===== src/rtl/frogger_pkg.sv =====
// Shared defaults, scanner state encoding and index helpers for the frog/car collision logic.
package frogger_pkg;

    localparam int DEF_COORD_W     = 10;
    localparam int DEF_BLOCKSIZE   = 32;
    localparam int DEF_SCREEN_W    = 640;
    localparam int DEF_FROG_SIZE   = 32;
    localparam int DEF_LANE_BASE_Y = 256;

    typedef enum logic [1:0] {
        IDLE = 2'd0,
        SCAN = 2'd1,
        DONE = 2'd2
    } scan_state_e;

    typedef struct packed {
        logic [15:0] lane;
        logic [15:0] car;
    } lane_car_t;

    // Flattened car index is lane*cars_per_lane + car.
    function automatic lane_car_t idx_to_lane_car(input int idx, input int cars_per_lane);
        lane_car_t r;
        r.lane = 16'(idx / cars_per_lane);
        r.car  = 16'(idx % cars_per_lane);
        return r;
    endfunction

endpackage


===== src/rtl/span_overlap.sv =====
// Horizontal overlap between the frog square and one car span, with the car wrapping at the screen edge.
module span_overlap #(
    parameter int COORD_W   = 10,
    parameter int FROG_SIZE = 32,
    parameter int SCREEN_W  = 640
) (
    input  logic [COORD_W-1:0] frog_x,
    input  logic [COORD_W-1:0] car_x,
    input  logic [COORD_W-1:0] car_len,
    output logic               x_hit
);

    localparam int W = COORD_W + 1;

    logic [W-1:0] fx_lo;
    logic [W-1:0] fx_hi;
    logic [W-1:0] car_lo;
    logic [W-1:0] car_end;
    logic [W-1:0] wrap_end;

    assign fx_lo    = {1'b0, frog_x};
    assign fx_hi    = fx_lo + W'(FROG_SIZE);
    assign car_lo   = {1'b0, car_x};
    assign car_end  = car_lo + {1'b0, car_len};
    assign wrap_end = car_end - W'(SCREEN_W);

    always_comb begin
        x_hit = 1'b0;
        if (car_len != '0) begin
            if (car_end <= W'(SCREEN_W)) begin
                x_hit = (fx_lo < car_end) && (fx_hi > car_lo);
            end else begin
                // Wrapped car: tail segment [x, SCREEN_W) plus head segment [0, end-SCREEN_W).
                x_hit = ((fx_lo < W'(SCREEN_W)) && (fx_hi > car_lo)) || (fx_lo < wrap_end);
            end
        end
    end

endmodule


===== src/rtl/collision_scanner.sv =====
// Time-multiplexed frog-vs-car collision checker: snapshots positions on start, tests one car per cycle.
module collision_scanner
    import frogger_pkg::*;
#(
    parameter int NUM_LANES     = 6,
    parameter int CARS_PER_LANE = 3,
    parameter int COORD_W       = DEF_COORD_W,
    parameter int BLOCKSIZE     = DEF_BLOCKSIZE,
    parameter int LANE_BASE_Y   = DEF_LANE_BASE_Y,
    parameter int FROG_SIZE     = DEF_FROG_SIZE,
    parameter int SCREEN_W      = DEF_SCREEN_W,
    parameter int EARLY_EXIT    = 1
) (
    input  logic                                       clk,
    input  logic                                       reset_n,
    input  logic                                       start,
    input  logic [COORD_W-1:0]                         frog_x,
    input  logic [COORD_W-1:0]                         frog_y,
    input  logic [NUM_LANES*CARS_PER_LANE*COORD_W-1:0] car_x,
    input  logic [NUM_LANES*COORD_W-1:0]               lane_len,
    input  logic [NUM_LANES-1:0]                       lane_en,
    output logic                                       busy,
    output logic                                       done,
    output logic                                       collision,
    output logic [$clog2(NUM_LANES)-1:0]               hit_lane,
    output logic [$clog2(CARS_PER_LANE)-1:0]           hit_car
);

    localparam int N     = NUM_LANES * CARS_PER_LANE;
    localparam int IDX_W = $clog2(N);
    localparam int LW    = $clog2(NUM_LANES);
    localparam int CW    = $clog2(CARS_PER_LANE);
    localparam int YW    = COORD_W + 1;

    scan_state_e       state_q, state_d;
    logic              busy_q, busy_d;
    logic              done_q, done_d;
    logic              col_q, col_d;
    logic [LW-1:0]     hit_lane_q, hit_lane_d;
    logic [CW-1:0]     hit_car_q, hit_car_d;
    logic [LW-1:0]     lane_q, lane_d;
    logic [CW-1:0]     car_q, car_d;
    logic              found_q, found_d;
    logic [LW-1:0]     first_lane_q, first_lane_d;
    logic [CW-1:0]     first_car_q, first_car_d;
    logic [COORD_W-1:0] frog_x_q, frog_x_d;
    logic [COORD_W-1:0] frog_y_q, frog_y_d;
    logic [COORD_W-1:0] car_x_q [N];
    logic [COORD_W-1:0] car_x_d [N];
    logic [COORD_W-1:0] len_q [NUM_LANES];
    logic [COORD_W-1:0] len_d [NUM_LANES];
    logic [NUM_LANES-1:0] en_q, en_d;

    logic [IDX_W-1:0]   cur_idx;
    logic [COORD_W-1:0] cur_x;
    logic [COORD_W-1:0] cur_len;
    logic [YW-1:0]      lane_top;
    logic [YW-1:0]      frog_top;
    logic               y_hit;
    logic               x_hit;
    logic               hit;
    logic               last;
    logic               take_snap;

    assign cur_idx  = IDX_W'(lane_q) * IDX_W'(CARS_PER_LANE) + IDX_W'(car_q);
    assign cur_x    = car_x_q[cur_idx];
    assign cur_len  = len_q[lane_q];
    assign lane_top = YW'(LANE_BASE_Y) + YW'(lane_q) * YW'(BLOCKSIZE);
    assign frog_top = {1'b0, frog_y_q};
    assign y_hit    = (frog_top < lane_top + YW'(BLOCKSIZE)) && (frog_top + YW'(FROG_SIZE) > lane_top);
    assign hit      = en_q[lane_q] && y_hit && x_hit;
    assign last     = (lane_q == LW'(NUM_LANES - 1)) && (car_q == CW'(CARS_PER_LANE - 1));

    span_overlap #(
        .COORD_W   (COORD_W),
        .FROG_SIZE (FROG_SIZE),
        .SCREEN_W  (SCREEN_W)
    ) u_span (
        .frog_x  (frog_x_q),
        .car_x   (cur_x),
        .car_len (cur_len),
        .x_hit   (x_hit)
    );

    always_comb begin
        state_d      = state_q;
        done_d       = 1'b0;
        col_d        = col_q;
        hit_lane_d   = hit_lane_q;
        hit_car_d    = hit_car_q;
        lane_d       = lane_q;
        car_d        = car_q;
        found_d      = found_q;
        first_lane_d = first_lane_q;
        first_car_d  = first_car_q;
        frog_x_d     = frog_x_q;
        frog_y_d     = frog_y_q;
        car_x_d      = car_x_q;
        len_d        = len_q;
        en_d         = en_q;
        take_snap    = 1'b0;

        unique case (state_q)
            IDLE: begin
                if (start) begin
                    take_snap = 1'b1;
                    state_d   = SCAN;
                end
            end
            SCAN: begin
                if (hit && !found_q) begin
                    found_d      = 1'b1;
                    first_lane_d = lane_q;
                    first_car_d  = car_q;
                end
                if (((EARLY_EXIT != 0) && hit) || last) begin
                    state_d = DONE;
                end else if (car_q == CW'(CARS_PER_LANE - 1)) begin
                    car_d  = '0;
                    lane_d = lane_q + 1'b1;
                end else begin
                    car_d = car_q + 1'b1;
                end
            end
            DONE: begin
                done_d     = 1'b1;
                col_d      = found_q;
                hit_lane_d = first_lane_q;
                hit_car_d  = first_car_q;
                // A start here publishes this result and opens the next scan on the same edge.
                if (start) begin
                    take_snap = 1'b1;
                    state_d   = SCAN;
                end else begin
                    state_d = IDLE;
                end
            end
            default: state_d = IDLE;
        endcase

        if (take_snap) begin
            frog_x_d     = frog_x;
            frog_y_d     = frog_y;
            en_d         = lane_en;
            lane_d       = '0;
            car_d        = '0;
            found_d      = 1'b0;
            first_lane_d = '0;
            first_car_d  = '0;
            for (int i = 0; i < N; i++) car_x_d[i] = car_x[i*COORD_W +: COORD_W];
            for (int l = 0; l < NUM_LANES; l++) len_d[l] = lane_len[l*COORD_W +: COORD_W];
        end

        busy_d = (state_d == SCAN);
    end

    always_ff @(posedge clk or negedge reset_n) begin
        if (!reset_n) begin
            state_q      <= IDLE;
            busy_q       <= 1'b0;
            done_q       <= 1'b0;
            col_q        <= 1'b0;
            hit_lane_q   <= '0;
            hit_car_q    <= '0;
            lane_q       <= '0;
            car_q        <= '0;
            found_q      <= 1'b0;
            first_lane_q <= '0;
            first_car_q  <= '0;
            frog_x_q     <= '0;
            frog_y_q     <= '0;
            en_q         <= '0;
            for (int i = 0; i < N; i++) car_x_q[i] <= '0;
            for (int l = 0; l < NUM_LANES; l++) len_q[l] <= '0;
        end else begin
            state_q      <= state_d;
            busy_q       <= busy_d;
            done_q       <= done_d;
            col_q        <= col_d;
            hit_lane_q   <= hit_lane_d;
            hit_car_q    <= hit_car_d;
            lane_q       <= lane_d;
            car_q        <= car_d;
            found_q      <= found_d;
            first_lane_q <= first_lane_d;
            first_car_q  <= first_car_d;
            frog_x_q     <= frog_x_d;
            frog_y_q     <= frog_y_d;
            en_q         <= en_d;
            car_x_q      <= car_x_d;
            len_q        <= len_d;
        end
    end

    assign busy      = busy_q;
    assign done      = done_q;
    assign collision = col_q;
    assign hit_lane  = hit_lane_q;
    assign hit_car   = hit_car_q;

endmodule


===== config.mk =====
export PLATFORM = sky130hd
export DESIGN_NAME = collision_scanner
export DESIGN_NICKNAME = d
export VERILOG_FILES = /design/src/rtl/frogger_pkg.sv /design/src/rtl/span_overlap.sv /design/src/rtl/collision_scanner.sv
export SDC_FILE = /design/constraint.sdc
export NUM_CORES = 1
export LEC_CHECK = 0
export ABC_AREA = 0
export CORE_MARGIN = 5
export CORE_UTILIZATION = 53
export DETAILED_ROUTE_END_ITERATION = 12
export PLACE_DENSITY = 0.92
export RECOVER_POWER = 100
export SYNTH_ARGS = -nofsm -noshare
export SYNTH_HDL_FRONTEND = slang
export SYNTH_SLANG_ARGS = --single-unit

===== constraint.sdc =====
create_clock -name clk -period 7.8 [get_ports clk]
set_input_delay 1.17 -clock clk [delete_from_list [all_inputs] [get_ports clk]]
set_output_delay 1.17 -clock clk [all_outputs]
set_load 0.02 [all_outputs]

Word level (Yosys, flattened, before mapping)
Cells that the tools add are included.

Register bits: 287. Latch bits: 0. RAM bits: 0. Memory bits (read-only): 0. Input bits: 269. Output and inout port bits: 8. Logic and storage cells: 119. Memories kept: 0.

Add/sub/neg operators: 9. Multipliers: 1. Div/mod/pow operators: 0. Magnitude comparators: 10. Equality and inequality tests: 6. Shift operators: 0. Multiplexer cells: 34. Bitwise operators: 2. Reductions and logical operators: 19.

Operator list (count): binary-select mux 10 bit (select 5 bit) (1); 2-to-1 mux 10 bit (4); adder 10 x 6 -> 11 bit, second input constant (3); < comparator 10 x 11 -> 1 bit (3); binary-select mux 10 bit (select 3 bit) (1); > comparator 11 x 10 -> 1 bit (2); 2-to-1 mux 3 bit (7); 2-to-1 mux 2 bit (9); adder 10 x 10 -> 11 bit (1); <= comparator 11 x 10 -> 1 bit, second input constant (1); subtractor 11 x 10 -> 11 bit, second input constant (1); adder 9 x 8 -> 10 bit, first input constant (1); < comparator 10 bit, second input constant (1); 2-to-1 mux 1 bit (10); nonzero test 10 bit (1); logical AND 1 bit (7); greater-or-equal comparator 6 bit, second input constant (1); inverter 5 -> 6 bit (1); case mux 2 bit (3 select lines) (1); nonzero test 2 bit (3); adder 5 x 2 -> 5 bit (1); multiplier 3 x 2 -> 5 bit, second input constant (1); equality test 2 x 1 -> 1 bit, second input constant (2); equality test 2 bit, second input constant (2); other kinds (14) (16).

Longest topological paths before layout
Depth in word-level cells: 17. Depth in mapped cells: 31.

Modules after synthesis
A second synthesis with hierarchy kept.

Cells, all modules: 1554. Area, all modules: 14290.0 um2.

Modules (own cells, without submodules): collision_scanner (instances 1, cells each 1391, area an instance 13070.0 um2, sequential area each 7181.9 um2); span_overlap (instances 1, cells each 163, area an instance 1219.9 um2, sequential area each 0.0 um2).

Least setup slack after synthesis
OpenSTA, ideal clock, no wires.

Kind: reg-to-reg. Start: reg lane_q[0]. End: reg first_car_q[0]. Library setup time: 79 ps. Arrival time: 6853 ps. Path slack: 868 ps. Stages on the path, launching flop included: 31. Clock period less this slack: 6932 ps. Cells stage by stage: dfrtp_1 > buf_6 > buf_2 > clkbuf_1 > inv_1 > fa_1 > inv_1 > ha_1 > inv_1 > fa_1 > xor2_1 > buf_1 > nand4b_1 > o22ai_1 > ha_1 > inv_1 > fa_1 > or2b_1 > a21oi_1 > o221ai_1 > nor2_1 > ha_1 > ha_1 > a21o_1 > a21oi_1 > o21ai_0 > o2111ai_1 > o32ai_2 > a211o_2 > nor3_4 > mux2i_1.

Longest elaborated chain between the ends: 16. Elaborated cells between the ends (all ways): 34.

RTL lines: start, declared (RTL line collision_scanner.sv:41) `logic [LW-1:0] lane_q, lane_d;`; start signal, assigned (RTL line collision_scanner.sv:182) `lane_q <= lane_d;`; multiplier 3 x 2 -> 5 bit (RTL line collision_scanner.sv:65) `assign cur_idx = IDX_W'(lane_q) * IDX_W'(CARS_PER_LANE) + IDX_W'(car_q);`; adder 5 x 2 -> 5 bit (RTL line collision_scanner.sv:65); inverter 5 -> 6 bit (not written as such) (RTL line collision_scanner.sv:66) `assign cur_x = car_x_q[cur_idx];`; binary-select mux 10 bit (select 5 bit) (RTL line collision_scanner.sv:66); 2-to-1 mux 10 bit (not written as such) (2 in series) (RTL line collision_scanner.sv:66); adder 10 x 10 -> 11 bit (RTL line span_overlap.sv:24) `assign car_end = car_lo + {1'b0, car_len};`; subtractor 11 x 10 -> 11 bit (RTL line span_overlap.sv:25) `assign wrap_end = car_end - W'(SCREEN_W);`; < comparator 10 x 11 -> 1 bit (RTL line span_overlap.sv:34) `x_hit = ((fx_lo < W'(SCREEN_W)) && (fx_hi > car_lo)) || (fx_lo < wrap_end);`; logical OR 1 bit (RTL line span_overlap.sv:34); 2-to-1 mux 1 bit (RTL line span_overlap.sv:30) `if (car_end <= W'(SCREEN_W)) begin`; 2-to-1 mux 1 bit (RTL line span_overlap.sv:29) `if (car_len != '0) begin`; logical AND 1 bit * (RTL line collision_scanner.sv:71) `assign hit = en_q[lane_q] && y_hit && x_hit;`; logical AND 1 bit * (RTL line collision_scanner.sv:111) `if (hit && !found_q) begin`; nonzero test 2 bit (no line) *; AND reduction 2 bit (no line) *; end signal, assigned (RTL line collision_scanner.sv:186) `first_car_q <= first_car_d;`; end, declared (RTL line collision_scanner.sv:45) `logic [CW-1:0] first_car_q, first_car_d;`.

Every way passes the cells marked *; elsewhere a longest branch is shown, timed or not. The select of a mux whose other input is x is not followed. A chain may end at the register's enable or synchronous reset.

Worst setup path in the final report
Start: reg lane_q[1]. End: reg first_car_q[0].

Same word-level chain as after synthesis.

==> impl_results.md <==
- H-tree level count: 1
- Register area share after synthesis: 0.497
- Clock sink total: 287
- Dominant synthesized flop cell: dfrtp_1
- CTS tree: built
- Avg Cell Area, Syn: 9.03 um^2
- Hold Crit Class: reg2reg
- Fin Hold WS: 0.472 ns
- Worst path top cell family by delay: adder cells
- Synthesis Warnings: 0
- Most common cell after layout, fill and taps aside: nand2_1
- Critical Path Max Stage Delay: 1.07 ns
- Worst Clk Skew: 0.0206 ns
- Post-route setup TNS: 0 ns
- Status: finished with violations
- Via Count: 12.4k
- Mapped Cells: 1599
- FF-to-FF setup slack: 0.62 ns
- Vias in the first global route: 12.8k
- Hold_buf cts: 0
- Largest net degree at the start of global routing: 273
- Final min period: 7.18 ns
- Share of the synthesized area in the top cell type: 0.497
- GR Overflow Total: 0
- Post-CTS Setup Inserts: 0
- Final #Nets: 2152
- Ys async rst share: 1.00
- Crit Path Category: reg2reg
- Antenna diode count: 0
- Yosys cell types: 63
- Fillers: 1930
- Synth area leader: dfrtp_1
- CP required: 8.28 ns
- Worst setup SP type: flip-flop
- CP endpoint kind: flip-flop
- Bufs and invs on worst path: 4
- Share of cells above drive strength 1: 0.0745
- Post-Route WL: 42500 um
- Mapped cell area: 0.0144 mm^2
- Fmax: 139 MHz
- PwrDens: 587 mW/mm^2
- Initial DRC count: 1321
- Global-route wire length before repair: 67600 um
- Leak pwr: 9.13 nW
- Dpl cell area: 0.0174 mm^2
- Die Ht: 175 um
- Violated checks: capacitance limit, slew limit
- Initial Utilization: 0.537
- Relative slew slack: -2.40
- Antenna violations before repair: 0
- Area contributors post-synth: dfrtp_1, nand2_1, mux4_2
- Setup ws final: 0.621 ns
- Final setup violation count: 0
- Seq cells post-synth: 287
- Skew-Pair Late Insertion Delay: 0.57 ns
- RSZ-0062 raised after global routing: false
- Final slew viol count: 369
- Root buf cell: clkbuf_16
- Dpl ws: 0.720 ns
- Clk slew on worst S/H paths: 0.06 ns
- CTS buffer count: 31
- Cell total after placement: 2138
- Maximum capacitance violations: 2
- Syn nets: 1921
- Vias per cell: 5.64
- Detail Route Antenna Nets: 0
- Core Region: 0.0269 mm^2
- Cell Count, Final, Fillers Out: 2194
- IO Pins: 277
- Crit-path max FO: 25
- Data arrival time of the critical path: 7.66 ns
- Die Wd: 175 um
- Port bufs: 276
- Drt first pass iters: 5
- GRT Overall Usage: 0.275
- Row count: 60
- HPWL Detailed: 30600 um
- Fin crit share: 0.920
- Max VDD drop: 0.000368 V
- DRC: 0
- Final Wtd Congestion: 0.874
- Wire per inst: 19.4 um
- CTS max path bufs: 3
- Final Hold Fails: 0
- Post-synth EDFFs: 0
- Die area: 0.0306 mm^2
- Slew @ Worst Pin: 5.09 ns
- Slowest CP cell: ha_1
- Post-cts gate resize count: 0
- Finished Cell Area: 0.0185 mm^2
- Area growth syn-to-layout: 27.9%
- Most frequent cells in the layout: nand2_1, dfrtp_1, clkdlybuf4s50_1, mux2i_1, ha_1
metrics by stage:
stage | power (mW) | utilization
after CTS | 10.8 | 0.689
after global routing | 11.7 | 0.687
after global placement | 8.86 | 0.648
after detailed placement | 9.12 | 0.648
final | 10.8 | 0.687
after floorplan | 7.34 | -
sequential cells by signal (all words and copies together), names as in the netlist:
register / flops
car_q: 2
busy: 1
en_q: 6
state_q: 2
found_q: 1
len_q: 60
first_car_q: 2
frog_y_q: 10
lane_q: 3
done: 1
car_x_q: 180
first_lane_q: 3
collision: 1
hit_car: 2
hit_lane: 3
frog_x_q: 10
kinds of logic (layout without fill, tap and decap cells):
group / count (synthesis) / count (layout) / share of synthesized area
AND/OR/NAND/NOR: 898 / 898 / 0.243
flip-flops: 287 / 287 / 0.497
AO/OA/AOI/OAI: 124 / 124 / 0.0579
buffers and inverters: 116 / 370 / 0.0320
multiplexers: 111 / 111 / 0.116
adder cells (fa/ha/maj): 53 / 53 / 0.0475
XOR/XNOR: 10 / 10 / 0.00659
cell type report:
class                           count  area [um^2]  area share
Timing Repair Buffer              285         2830       0.153
Inverter                           29          109     0.00589
Tap cell                          341          427      0.0231
Clock buffer                       40          860      0.0465
Multi-Input combinational cell   1196         6820       0.369
Sequential cell                   287         7180       0.389
Clock inverter                     16          239      0.0129
where the power goes:
group          switching, mW  total [mW]  leakage [nW]  internal, mW
Combinational           3.76        6.65          4.99          2.89
Sequential             0.462        2.62          3.61          2.16
Clock                  0.622        1.57         0.538         0.948
Total                   4.85        10.8          9.13          5.99
worst register-to-register path: stages, from the launching register on:
cell	delay [ns]
dfrtp_1	0.34
inv_1	0.15
fa_1	0.54
inv_1	0.04
ha_1	1.07
buf_4	0.45
mux4_2	0.28
mux2i_1	0.08
nor2_1	0.10
a21oi_1	0.05
o22ai_1	0.24
inv_1	0.12
fa_1	0.44
or2b_1	0.27
a21oi_1	0.22
o221ai_1	0.14
nor2_1	0.32
ha_1	0.30
ha_1	0.30
a21o_1	0.18
a21oi_1	0.13
o21ai_0	0.14
o2111ai_1	0.15
o32ai_2	0.14
a211o_2	0.38
nor3_4	0.29
mux2i_1	0.24
layer usage:
layer  track usage  share of wire
met2         0.461           0.48
met4         0.108          0.045
met5             0              0
met3        0.0666          0.088
met1         0.348           0.38
path summary, 6_finish.rpt:
| path | cells past startpoint | start | to |
|---|---|---|---|
| setup reg to reg | 26 | lane_q[1] | first_car_q[0] |
| setup / recovery | 26 | lane_q[1] | first_car_q[0] |
| max in group asynchronous | 1 | reset_n | frog_x_q[8] |
| hold reg to reg | 2 | car_x_q[76] | car_x_q[76] |
| min in group asynchronous | 1 | reset_n | len_q[31] |
| hold / removal | 2 | car_x_q[76] | car_x_q[76] |
Yosys cell counts (5+ instances only):
library cell	n
clkbuf_1	62
mux2_2	17
nor2b_1	9
mux4_2	43
nand2_1	817
ha_1	50
buf_1	13
inv_1	29
nor2_1	31
dfrtp_1	287
a21oi_1	42
nand3_1	11
xor2_1	5
nand2b_1	6
buf_2	9
o22ai_1	16
mux2i_1	51
a21o_1	6
o21ai_0	19
Power figures use the tool's default switching activity.
